$ cat config.mk
export PLATFORM = sky130hd
export DESIGN_NAME = pipe_ctrl
export DESIGN_NICKNAME = d
export VERILOG_FILES = /design/src/rtl/pipe_ctrl.sv
export SDC_FILE = /design/constraint.sdc
export NUM_CORES = 1
export LEC_CHECK = 0
export ABC_AREA = 1
export CAP_MARGIN = 20
export CORE_MARGIN = 5
export CORE_UTILIZATION = 29
export CTS_CLUSTER_DIAMETER = 150
export DETAILED_ROUTE_END_ITERATION = 7
export PLACE_DENSITY = 0.79
export SYNTH_ARGS = -nofsm -noshare
export SYNTH_HDL_FRONTEND = slang
export SYNTH_SLANG_ARGS = --single-unit
$ cat constraint.sdc
create_clock -name cpuclk -period 1.25 [get_ports cpuclk]
set_input_delay 0.1875 -clock cpuclk [delete_from_list [all_inputs] [get_ports cpuclk]]
set_output_delay 0.1875 -clock cpuclk [all_outputs]
set_load 0.005 [all_outputs]
$ cat src/rtl/pipe_ctrl.sv
// Pipeline sequencing/hazard controller: run/drain/halt FSM, load-use stall, branch squash.
// Optional performance counters are built when PIPE_CTRL_PERF_EN is defined.
module pipe_ctrl #(
    parameter int DRAIN_CYCLES = 3,
    parameter int CNT_W        = 32
) (
    input  logic             cpuclk,
    input  logic             rst,
    input  logic             start,
    input  logic             upg_done_i,
    input  logic             halt_i,
    input  logic [4:0]       id_rs1,
    input  logic [4:0]       id_rs2,
    input  logic [4:0]       ex_rd,
    input  logic             ex_memread,
    input  logic             pcsrc,
    output logic             pc_en,
    output logic             ifid_en,
    output logic             ifid_flush,
    output logic             idex_flush,
    output logic             exmem_flush,
    output logic [1:0]       state_o,
    output logic [CNT_W-1:0] cycle_cnt,
    output logic [CNT_W-1:0] stall_cnt,
    output logic [CNT_W-1:0] flush_cnt
);

    typedef enum logic [1:0] {
        S_IDLE  = 2'b00,
        S_RUN   = 2'b01,
        S_DRAIN = 2'b10,
        S_HALT  = 2'b11
    } state_t;

    localparam logic [3:0] DRAIN_LOAD = 4'(DRAIN_CYCLES - 1);

    state_t     state;
    logic [3:0] drain_cnt;
    logic       load_use;

    assign state_o  = state;
    assign load_use = ex_memread && (ex_rd != 5'd0) &&
                      ((ex_rd == id_rs1) || (ex_rd == id_rs2));

    always_ff @(posedge cpuclk) begin
        if (rst) begin
            state     <= S_IDLE;
            drain_cnt <= 4'd0;
        end else begin
            unique case (state)
                S_IDLE:  if (start && upg_done_i) state <= S_RUN;
                S_RUN: begin
                    // Reprogramming beats halt; a taken branch squashes a halt in the same cycle.
                    if (!upg_done_i) begin
                        state <= S_IDLE;
                    end else if (halt_i && !pcsrc) begin
                        state     <= S_DRAIN;
                        drain_cnt <= DRAIN_LOAD;
                    end
                end
                S_DRAIN: begin
                    if (pcsrc)                  state <= S_RUN;
                    else if (drain_cnt == 4'd0) state <= S_HALT;
                    else                        drain_cnt <= drain_cnt - 4'd1;
                end
                S_HALT:  if (!start) state <= S_IDLE;
            endcase
        end
    end

    always_comb begin
        pc_en       = 1'b0;
        ifid_en     = 1'b0;
        ifid_flush  = 1'b1;
        idex_flush  = 1'b1;
        exmem_flush = 1'b1;
        unique case (state)
            S_IDLE, S_HALT: ;
            S_DRAIN: exmem_flush = 1'b0;
            S_RUN: begin
                if (pcsrc) begin
                    pc_en   = 1'b1;
                    ifid_en = 1'b1;
                end else if (load_use) begin
                    ifid_flush  = 1'b0;
                    exmem_flush = 1'b0;
                end else begin
                    pc_en       = 1'b1;
                    ifid_en     = 1'b1;
                    ifid_flush  = 1'b0;
                    idex_flush  = 1'b0;
                    exmem_flush = 1'b0;
                end
            end
        endcase
    end

`ifdef PIPE_CTRL_PERF_EN
    localparam logic [CNT_W-1:0] CNT_ONE = {{(CNT_W-1){1'b0}}, 1'b1};
    logic active;
    assign active = (state == S_RUN) || (state == S_DRAIN);

    always_ff @(posedge cpuclk) begin
        if (rst) begin
            cycle_cnt <= '0;
            stall_cnt <= '0;
            flush_cnt <= '0;
        end else begin
            if (active)                                  cycle_cnt <= cycle_cnt + CNT_ONE;
            if (state == S_RUN && load_use && !pcsrc)    stall_cnt <= stall_cnt + CNT_ONE;
            if (active && pcsrc)                         flush_cnt <= flush_cnt + CNT_ONE;
        end
    end
`else
    assign cycle_cnt = '0;
    assign stall_cnt = '0;
    assign flush_cnt = '0;
`endif

endmodule

Word level (Yosys, flattened, before mapping)
Index checks and enable logic that the tools add are counted.
- input bits: 22
- register bits: 6
- output and inout port bits: 103
- word-level logic and storage cells: 49
- multiplexer cells: 21
- reductions and logical operators: 12
- equality and inequality tests: 13
- add/subtract/negate cells: 1
- operator list (operator ; number):
    4-bit two-way mux ; 4
    2-bit two-way mux ; 6
    2-bit != test, second input constant ; 6
    5-bit == test ; 2
    1-bit two-way mux ; 8
    2-bit one-hot mux with 4 select lines ; 1
    4-bit one-hot mux with 2 select lines ; 1
    3-bit != test, second input constant ; 2
    5-bit AND reduction ; 1
    5-bit nonzero test ; 1
    2-bit == test, second input constant ; 2
    1-bit logical AND ; 4
    4-bit zero test ; 1
    4-bit AND reduction ; 1
    4-bit by 1-bit subtractor with 4-bit output, second input constant ; 1
    2-bit by 1-bit == test with 1-bit output, second input constant ; 1
    2-bit zero test ; 1
    1-bit one-hot mux with 2 select lines ; 1
    2-bit nonzero test ; 1
    1-bit zero test ; 1
    1-bit logical OR ; 1

Depth between registers and ports, before layout
Gate-level depths: netlist of run 1.
- depth in word-level cells: 6
- depth in mapped cells: 10
- gate-level depth less buffers: 9

Worst setup path after synthesis of run 1
Ideal clock, no wire load.
- path type: reg-to-reg
- start: register drain_cnt[0]
- end: register drain_cnt[3]
- clock period less this slack: 1192 ps
- cell stages (with the launch flop): 9
- buffers on the path: 0
- arrival time: 1077 ps
- path slack: 58 ps
- required time: 1135 ps
- library setup time: 115 ps
- path through: dfxtp_1 -> inv_1 -> ha_1 -> nand3_1 -> nand2_2 -> nand2_4 -> nand2_4 -> a31oi_1 -> nor2_1
- longest elaborated chain between the ends: 4
- elaborated cells on any way between the ends: 7
- those cells by class: add/sub (1); eq/ne (1); mux (3); reduce/logical (2)
- RTL lines (element ; line ; RTL):
    from (decl) ; 38 ; logic [3:0] drain_cnt;
    from (signal assigned) ; 64 ; else drain_cnt <= drain_cnt - 4'd1;
    4-bit by 1-bit subtractor with 4-bit output ; 64 ;
    4-bit two-way mux ; 63 ; else if (drain_cnt == 4'd0) state <= S_HALT;
    4-bit two-way mux ; 62 ; if (pcsrc) state <= S_RUN;
    4-bit one-hot mux with 2 select lines ; 50 ; unique case (state)
Parallel ways exist; a longest one is shown, timed or not. The select of a mux whose other input is x is not followed.
A chain may end at the register's enable or synchronous reset.

Final worst setup path of run 1
- start: register state[1] (netlist: state_o[1])
- end: output port ifid_en
- longest elaborated chain between the ends: 2
- RTL lines (element ; line ; RTL):
    from (decl) ; 37 ; state_t state;
    from (signal assigned) ; 47 ; state <= S_IDLE;
    from (signal assigned) ; 51 ; S_IDLE: if (start && upg_done_i) state <= S_RUN;
    from (signal assigned) ; 55 ; state <= S_IDLE;
    2-bit by 1-bit == test with 1-bit output ; 77 ; unique case (state)
    1-bit two-way mux ; 77 ;
    to (decl) ; 18 ; output logic ifid_en,
No other way between the ends.

==> flow_summary.toml, run 1 <==
[logic_synthesis]
synth_top_family_by_area = "buffers and inverters"
synth.distinct_cells = 22
synth_xor_area_frac = 0.0127
synth_area_leaders = "buf_4 53%, nand2_1 9.8%, dfxtp_1 8.7%"
ys_ff_latch = 6
synth.most_common_cell = "buf_4"
yosys_most_used_dff = "dfxtp_1"
synth_edf_count = 0
muxShareOfSynthArea = 0
synthesis.instances = 212
async_flop_share = 0
netlist.area_leader.share = 0.528
syn-cell-area_um2 = 1380
synth_warnings = 0
synthTopCellsByCount = "97 x buf_4, 36 x nand2_1, 17 x inv_1"
syn_area_per_cell_um2 = 6.50
synth_fa_ha_area_frac = 0.0181
seq_area_frac_synth = 0.0871
yosys.area.top_type = "buf_4"
synthSimpleGateAreaFrac = 0.207
synth_compound_gate_area_share = 0.0708

[global_routing]
grt_max_degree = 7
antenna_found_initial = 0
grt_pass1_wl_mm = 3.43
grt_pass1_vias = 873
grt_usage = 0.0681
overflow = 0

[clocking]
clkTransAtPathRegs_ps = 40
cts-root-buf = "clkbuf_8"
cts_buffers = 3
clockBufferDepth = 2
cts_tree = "built"
clock_latency_ps = 220
postCtsHoldBufs = 0
cts_sinks = 6
cts-htree-levels = 1

[floorplanning]
ios = 125
rows = 25
core_area_um2 = 4660
fp.dieArea_um2 = 6230
dieHeight_um = 79.0
die_w_um = 79.0
start_util = 0.296

[pwr]
ir_drop_uv = 913
power_density_nw_per_um2 = 1170
p_leak_nw = 0.963

[routing]
vias = 1082
drtIter0Drc = 10
postRouteAntennaNets = 0
viasPerCell = 3.47
top_layer_used = "met4"
met2_length_mm = 1.46
drt-total-wl_mm = 2.77
post-route-drc-count = 0
first_pass_iters = 4
wl_met3_um = 341
routedWlPerCell_um = 8.87
wl_met1_um = 927

[worst_setup_path]
cpMaxStageDelayCell = "dfxtp_2"
crit_fanout = 3
crit_buf_inv = 5
crit_path_max_incr_delay_ps = 310
crit_type = "flop to primary output"
required_ps = 1060
crit_chain = "inv_2, nand2_4, buf_6, inv_4, nand2_2, inv_2, buf_6"
cp_top_family = "buffers and inverters"
cp.arrival_ps = 1050
crit_path_start_kind = "flop"
crit_path_end_kind = "primary output"

[sta]
drv_slew = 0
fmax_ghz = 0.809
finalCritPeriodShare = 0.989
setup_ws_ps = 13.9
setup_viol = 0
hold_slack_ps = 509
clock_skew_ps = 3.00
rsz0062_at_grt = "yes"
final_hold_viol_count = 0
final.min_clock_period_ps = 1240

[job]
maxCapViolCount = 0

[placement]
io_buffers = 28
pre_cts_ws_ps = -746
dp_hpwl_mm = 2.28
place_congestion = 0.777

[hold_path]
hold_class = "flop to flop"

[final_layout]
layout-drive-gt1-share = 0.326
n_antenna_cell = 0
area_growth_pct = 15.2
final_util = 0.341
nets = 284

[outcome]
status = "complete, no violations"
-- cells in the final DEF (no fill, tap or decap), drive strengths merged --
cell type      synthesis  layout
a21oi                  6       6
a31oi                  1       1
buf                   97      31
clkbuf                 0       7
clkdlybuf4s15          0       2
clkdlybuf4s50          0       4
conb                   1      96
dfxtp                  6       6
dlygate4sd2            0       3
dlymetal6s2s           0       1
ha                     2       2
inv                   26      27
nand2                 43      43
nand3                  8       8
nand4                  2       2
nor2                   9       9
o21ai                  7       7
o31ai                  1       1
xnor2                  2       2
-- sequential cells by signal, summed over array words and instances, names as in the netlist --
signal and flops:
drain_cnt 4, state_o 2
-- worst paths after layout --
| path | from | to | slack (ps) | depth (start not counted) |
|---|---|---|---|---|
| hold / removal | drain_cnt[2]$_SDFFE_PP0P_ | drain_cnt[2]$_SDFFE_PP0P_ | 510 | 2 |
| setup / recovery | state_o[1]$_SDFFE_PP0P_ | ifid_en | 10 | 7 |
| setup reg to reg | state_o[1]$_SDFFE_PP0P_ | drain_cnt[3]$_SDFFE_PP0P_ | 10 | 10 |
| hold reg to reg | drain_cnt[2]$_SDFFE_PP0P_ | drain_cnt[2]$_SDFFE_PP0P_ | 510 | 2 |
-- power by group --
group	internal (mW)	switching, mW
clock	0.207	0.0868
sequential	0.264	0.0582
combinational	0.583	0.654
-- per-stage QoR --
| step | power [mW] | std cells | setup TNS (ps) | area, µm² |
|---|---|---|---|---|
| floorplan | 1.13 | 307 | 0 | 1740 |
| global placement | 1.35 | 304 | -4150 | 1450 |
| detailed placement | 1.37 | 304 | -4300 | 1450 |
| CTS | 1.65 | 309 | -41.9 | 1460 |
| global route | 2.02 | 312 | -416 | 1590 |
| finish | 1.85 | 312 | 0 | 1590 |
-- worst reg2reg max path, cell delays in order (launching register included) --
cell and delay (ps):
dfxtp_2 310, inv_2 70, nand2_4 70, buf_6 130
inv_4 50, buf_4 100, nand2_2 60, nand2_4 70
nand2_4 70, a31oi_2 140, nor2_1 60
-- cell families after synthesis --
kind of cell / count (synthesis)
adders and majority gates: 2
xor gates and xnor gates: 2
DFF: 6
buffers and inverters: 124
and+or+nand+nor: 62
AOI/OAI and AO/OA: 15
other: 1
-- layout make-up --
type	count	area, µm²
timing repair buffer	45	385
fill	518	3070
inverter	27	109
clock buffer	3	41.3
sequential	6	123
tap	54	67.6
multi-input combinational	177	862
-- metal layers --
metal  GRT usage  vias to the layer above
met1      0.0753                      462
met3      0.0249                        4
met2       0.124                       74
li1            -                      542
met4      0.0155                        0
met5           0                        -
-- repair_timing --
item | CTS | global route
gates resized for setup | 74 | 53
hold endpoints to repair | 0 | 0
setup endpoints to repair | 9 | 11
pin swaps | 23 | 21
buffers inserted | 2 | 3
Note: power is estimated with default switching activity, not from simulation.
==> run 2: changes to the inputs <==
CAP_MARGIN = 30   (was 20)
CORE_ASPECT_RATIO = 0.8   (was default)
==> run 2 against run 1 <==
Net effect:
- global-route usage grew 0.78 points
- clock skew is 1.2 ps lower
- sequential power about the same
- clock power about the same
- worst setup slack better by 1.3 ps
- die area is 0.13% higher
- design area down 0.47%
- count of clock-buffer cells in the layout did not move
- critical path depth is 2 lower
- sequential cell count unchanged
- utilization up 0.31 points
- largest power group unchanged
==> flow_summary.toml, run 2 (same netlist as run 1, synthesis figures left out) <==
[outcome]
status = "complete, no violations"

[worst_setup_path]
crit_path_end_kind = "primary output"
cp-startpoint = "state_o[1]$_SDFFE_PP0P_"
crit_path_start_kind = "flop"
required_ps = 1060
crit_fanout = 2
worstReg2RegStart = "state_o[1]$_SDFFE_PP0P_"
cp.arrival_ps = 1050
crit_type = "flop to primary output"
rr_worst_depth = 9

[routing]
viasPerCell = 3.44
vias = 1078
post-route-drc-count = 0
drt-total-wl_mm = 2.89
first_pass_iters = 4
drtIter0Drc = 17
routedWlPerCell_um = 9.24
postRouteAntennaNets = 0

[pwr]
p_leak_nw = 0.936
power_density_nw_per_um2 = 1140
ir_drop_uv = 886
p_total_mw = 1.80

[global_routing]
grt_pass1_wl_mm = 3.91
antenna_found_initial = 0
grt_usage = 0.0759
grt_pass1_vias = 913
grt_max_degree = 7
overflow = 0

[clocking]
cts_tree = "built"
cts-htree-levels = 1
cts_buffers = 3
cts_sinks = 6
cts-root-buf = "clkbuf_8"
clkTransAtPathRegs_ps = 40
postCtsHoldBufs = 0
clock_latency_ps = 220
clockBufferDepth = 2

[hold_path]
min-delay-start = "upg_done_i"
whs_path_depth = 5
hold_class = "primary input to flop"

[floorplanning]
rows = 22
dieHeight_um = 71.7
core_area_um2 = 4600
fp.dieArea_um2 = 6240
start_util = 0.300
die_w_um = 87.1
ios = 125

[final_layout]
final_util = 0.344
fillers = 491
area_growth_pct = 14.6
largest_reg_flops = 4
final_cell_mix = "96 x conb_1, 24 x nand2_1, 15 x nand2_2"
top_register = "drain_cnt"
final_common_cell = "conb_1"
layout-drive-gt1-share = 0.360
final_cell_area_um2 = 1580
nets = 279
n_antenna_cell = 0

[job]
maxCapViolCount = 0

[sta]
final_hold_viol_count = 0
fmax_ghz = 0.810
clock_skew_ps = 1.79
drv_slew = 0
setup_tns_ps = 0
final.min_clock_period_ps = 1230
hold_slack_ps = 482
setup_viol = 0
finalCritPeriodShare = 0.988
rsz0062_at_grt = "yes"

[placement]
dp_hpwl_mm = 2.39
postPlaceCellArea_um2 = 1450
place_congestion = 0.817
io_buffers = 28
==> run 2: cell types whose count changed in the layout (fill, tap and decap cells not counted), moves of 3 or more <==
cell      previous run  this run
nor2_1               5         2
buf_2                6        13
nand3_1              4         1
buf_6               11         7
nand2_1             30        24
buf_4               13        10
clkbuf_2             4         0
nand2_2              9        15
==> run 2: worst paths after layout <==
| kind | to | slack, ps |
|---|---|---|
| worst min register to register | drain_cnt[2]$_SDFFE_PP0P_ | 510 |
| worst max-delay path | exmem_flush | 20 |
| worst max register to register | drain_cnt[1]$_SDFFE_PP0P_ | 30 |
| worst min-delay path | drain_cnt[2]$_SDFFE_PP0P_ | 480 |
==> run 2: routing by layer <==
metal,vias up,track usage,part of all wire
li1,532,-,-
met1,487,0.0886,0.34
met2,57,0.134,0.55
met3,2,0.0195,0.095
met4,0,0.0256,0.010
met5,-,0,0
==> run 2: metrics by stage <==
stage / worst slack, ps / std cells
4_1_cts: 5.80 / 313
6_report: 15.3 / 313
3_5_place_dp: -742 / 309
3_3_place_gp: -687 / 309
5_1_grt: -61.3 / 313
2_1_floorplan: 57.8 / 307
==> run 2: critical path, stage by stage (launching register included) <==
cell	delay, ps
dfxtp_2	310
buf_4	130
nand2_2	80
inv_2	40
nor2_1	120
buf_2	140
==> run 2: cell type report <==
type / instances / area (µm²) / area share
Clock buffer: 3 / 41.3 / 0.0261
Tap cell: 60 / 75.1 / 0.0475
Timing Repair Buffer: 40 / 320 / 0.203
Sequential cell: 6 / 123 / 0.0776
Multi-Input combinational cell: 177 / 915 / 0.579
Inverter: 27 / 106 / 0.0673
==> run 2: what timing repair did <==
action	4_1_cts	5_1_grt
buffers inserted	1	0
setup endpoints to repair	9	9
pin swaps	25	21
gates resized for setup	88	48
==> run 2: report_power, final <==
group / leakage (nW) / internal, mW / switching [mW]
clock: 0.0216 / 0.207 / 0.0853
sequential: 0.0498 / 0.264 / 0.0565
combinational: 0.864 / 0.523 / 0.661
total: 0.936 / 0.994 / 0.803
==> run 3: changes to the inputs <==
CELL_PAD_IN_SITES_DETAIL_PLACEMENT = 1   (was default)
CELL_PAD_IN_SITES_GLOBAL_PLACEMENT = 1   (was default)
CORE_ASPECT_RATIO = 1.4   (was 0.8)
CORE_UTILIZATION = 18   (was 29)
PLACE_DENSITY = default   (was 0.79)
PLACE_DENSITY_LB_ADDON = 0.1   (was default)
==> run 3 against run 2 <==
Net effect:
- largest cell class unchanged
- utilization shrank 11 points
- sequential share of layout area fell by 0.32 points
- via count increased by 1.9%
- sequential cell count did not move
- highest routed layer unchanged
- largest power group unchanged
- global-route usage is 1.1 points lower
- die area rose by 53%
- wire length is 14% higher
==> flow_summary.toml, run 3 (same netlist as run 1, synthesis figures left out) <==
[clocking]
cts_buffers = 3
cts_tree = "built"
clock_latency_ps = 220
clockBufferDepth = 2
clkTransAtPathRegs_ps = 40
cts-htree-levels = 1
cts_sinks = 6
cts-root-buf = "clkbuf_8"
postCtsHoldBufs = 0

[floorplanning]
dieHeight_um = 114
rows = 37
ios = 125
start_util = 0.186
core_area_um2 = 7410
fp.dieArea_um2 = 9540
die_w_um = 84.0

[outcome]
status = "complete, no violations"

[pwr]
power_density_nw_per_um2 = 1190
p_leak_nw = 0.963
p_total_mw = 2.03
ir_drop_uv = 434

[global_routing]
grt_max_degree = 7
grt_pass1_vias = 1097
grt_usage = 0.0652
grt_pass1_wl_mm = 5.11
antenna_found_initial = 0
overflow = 0

[worst_setup_path]
crit_type = "flop to primary output"
crit_path_end_kind = "primary output"
cp.arrival_ps = 1040
crit_fanout = 3
crit_path_start_kind = "flop"
required_ps = 1060

[sta]
fmax_ghz = 0.812
setup_ws_ps = 19.0
final_hold_viol_count = 0
rsz0062_at_grt = "yes"
final.min_clock_period_ps = 1230
setup_viol = 0
clock_skew_ps = 1.96
hold_slack_ps = 554
finalCritPeriodShare = 0.985
drv_slew = 0

[placement]
dp_hpwl_mm = 3.05
io_buffers = 28
place_congestion = 0.704
pre_cts_ws_ps = -798

[routing]
postRouteAntennaNets = 0
viasPerCell = 3.09
drtIter0Drc = 11
first_pass_iters = 2
post-route-drc-count = 0
drt-total-wl_mm = 3.31
vias = 1098
routedWlPerCell_um = 9.32

[final_layout]
top_register = "drain_cnt"
n_antenna_cell = 0
final_common_cell = "conb_1"
layout-drive-gt1-share = 0.341
fillers = 959
final_util = 0.229
largest_reg_flops = 4
area_growth_pct = 23.2
nets = 284
final_cell_mix = "96 x conb_1, 31 x nand2_1, 15 x buf_6"

[job]
maxCapViolCount = 0

[hold_path]
hold_class = "flop to flop"
run 3: path summary, 6_finish.rpt:
check	slack, ps	end	start	depth (start not counted)
worst max-delay path	20	pc_en	state_o[1]$_SDFFE_PP0P_	7
worst min-delay path	550	drain_cnt[2]$_SDFFE_PP0P_	drain_cnt[2]$_SDFFE_PP0P_	2
worst max register to register	40	drain_cnt[3]$_SDFFE_PP0P_	state_o[1]$_SDFFE_PP0P_	9
worst min register to register	550	drain_cnt[2]$_SDFFE_PP0P_	drain_cnt[2]$_SDFFE_PP0P_	2
run 3: layout make-up:
class	instances	area [µm²]	area share
inverters	27	104	0.0611
repair buffers	45	395	0.233
clock buffers	3	41.3	0.0243
well taps	97	121	0.0714
multi-input cells	177	911	0.536
flip-flops and latches	6	126	0.0744
run 3: routing by layer:
layer | GRT usage | wire, µm | up-vias
li1 | - | - | 540
met1 | 0.0681 | 1050 | 489
met2 | 0.122 | 1870 | 67
met3 | 0.0231 | 367 | 2
met4 | 0.0193 | 19 | 0
met5 | 0 | 0 | -
run 3: per-stage QoR:
stage | cell area, µm² | std cells | setup TNS (ps)
after floorplan | 1740 | 307 | 0
after global placement | 1520 | 350 | -4500
after detailed placement | 1520 | 350 | -4700
after CTS | 1590 | 355 | -32.4
after global routing | 1700 | 355 | -202
final | 1700 | 355 | 0
run 3: worst max-delay path, stage by stage (launching register included):
cell     delay (ps)
dfxtp_2         310
inv_2            70
nand2_4          60
buf_6           120
inv_4            50
nand2_2          50
inv_2            70
buf_6            90
run 3: power by group:
group | internal [mW] | switching, mW | total, mW
Sequential | 0.271 | 0.0628 | 0.334
Clock | 0.207 | 0.0889 | 0.296
Combinational | 0.659 | 0.740 | 1.40
run 3: timing repair:
| action | 4_1_cts | 5_1_grt |
|---|---|---|
| resized for setup | 111 | 26 |
| endpoints found under the setup margin | 13 | 10 |
| pin swaps | 29 | 18 |
| buffers inserted | 2 | 0 |
| hold endpoints to repair | 0 | 0 |
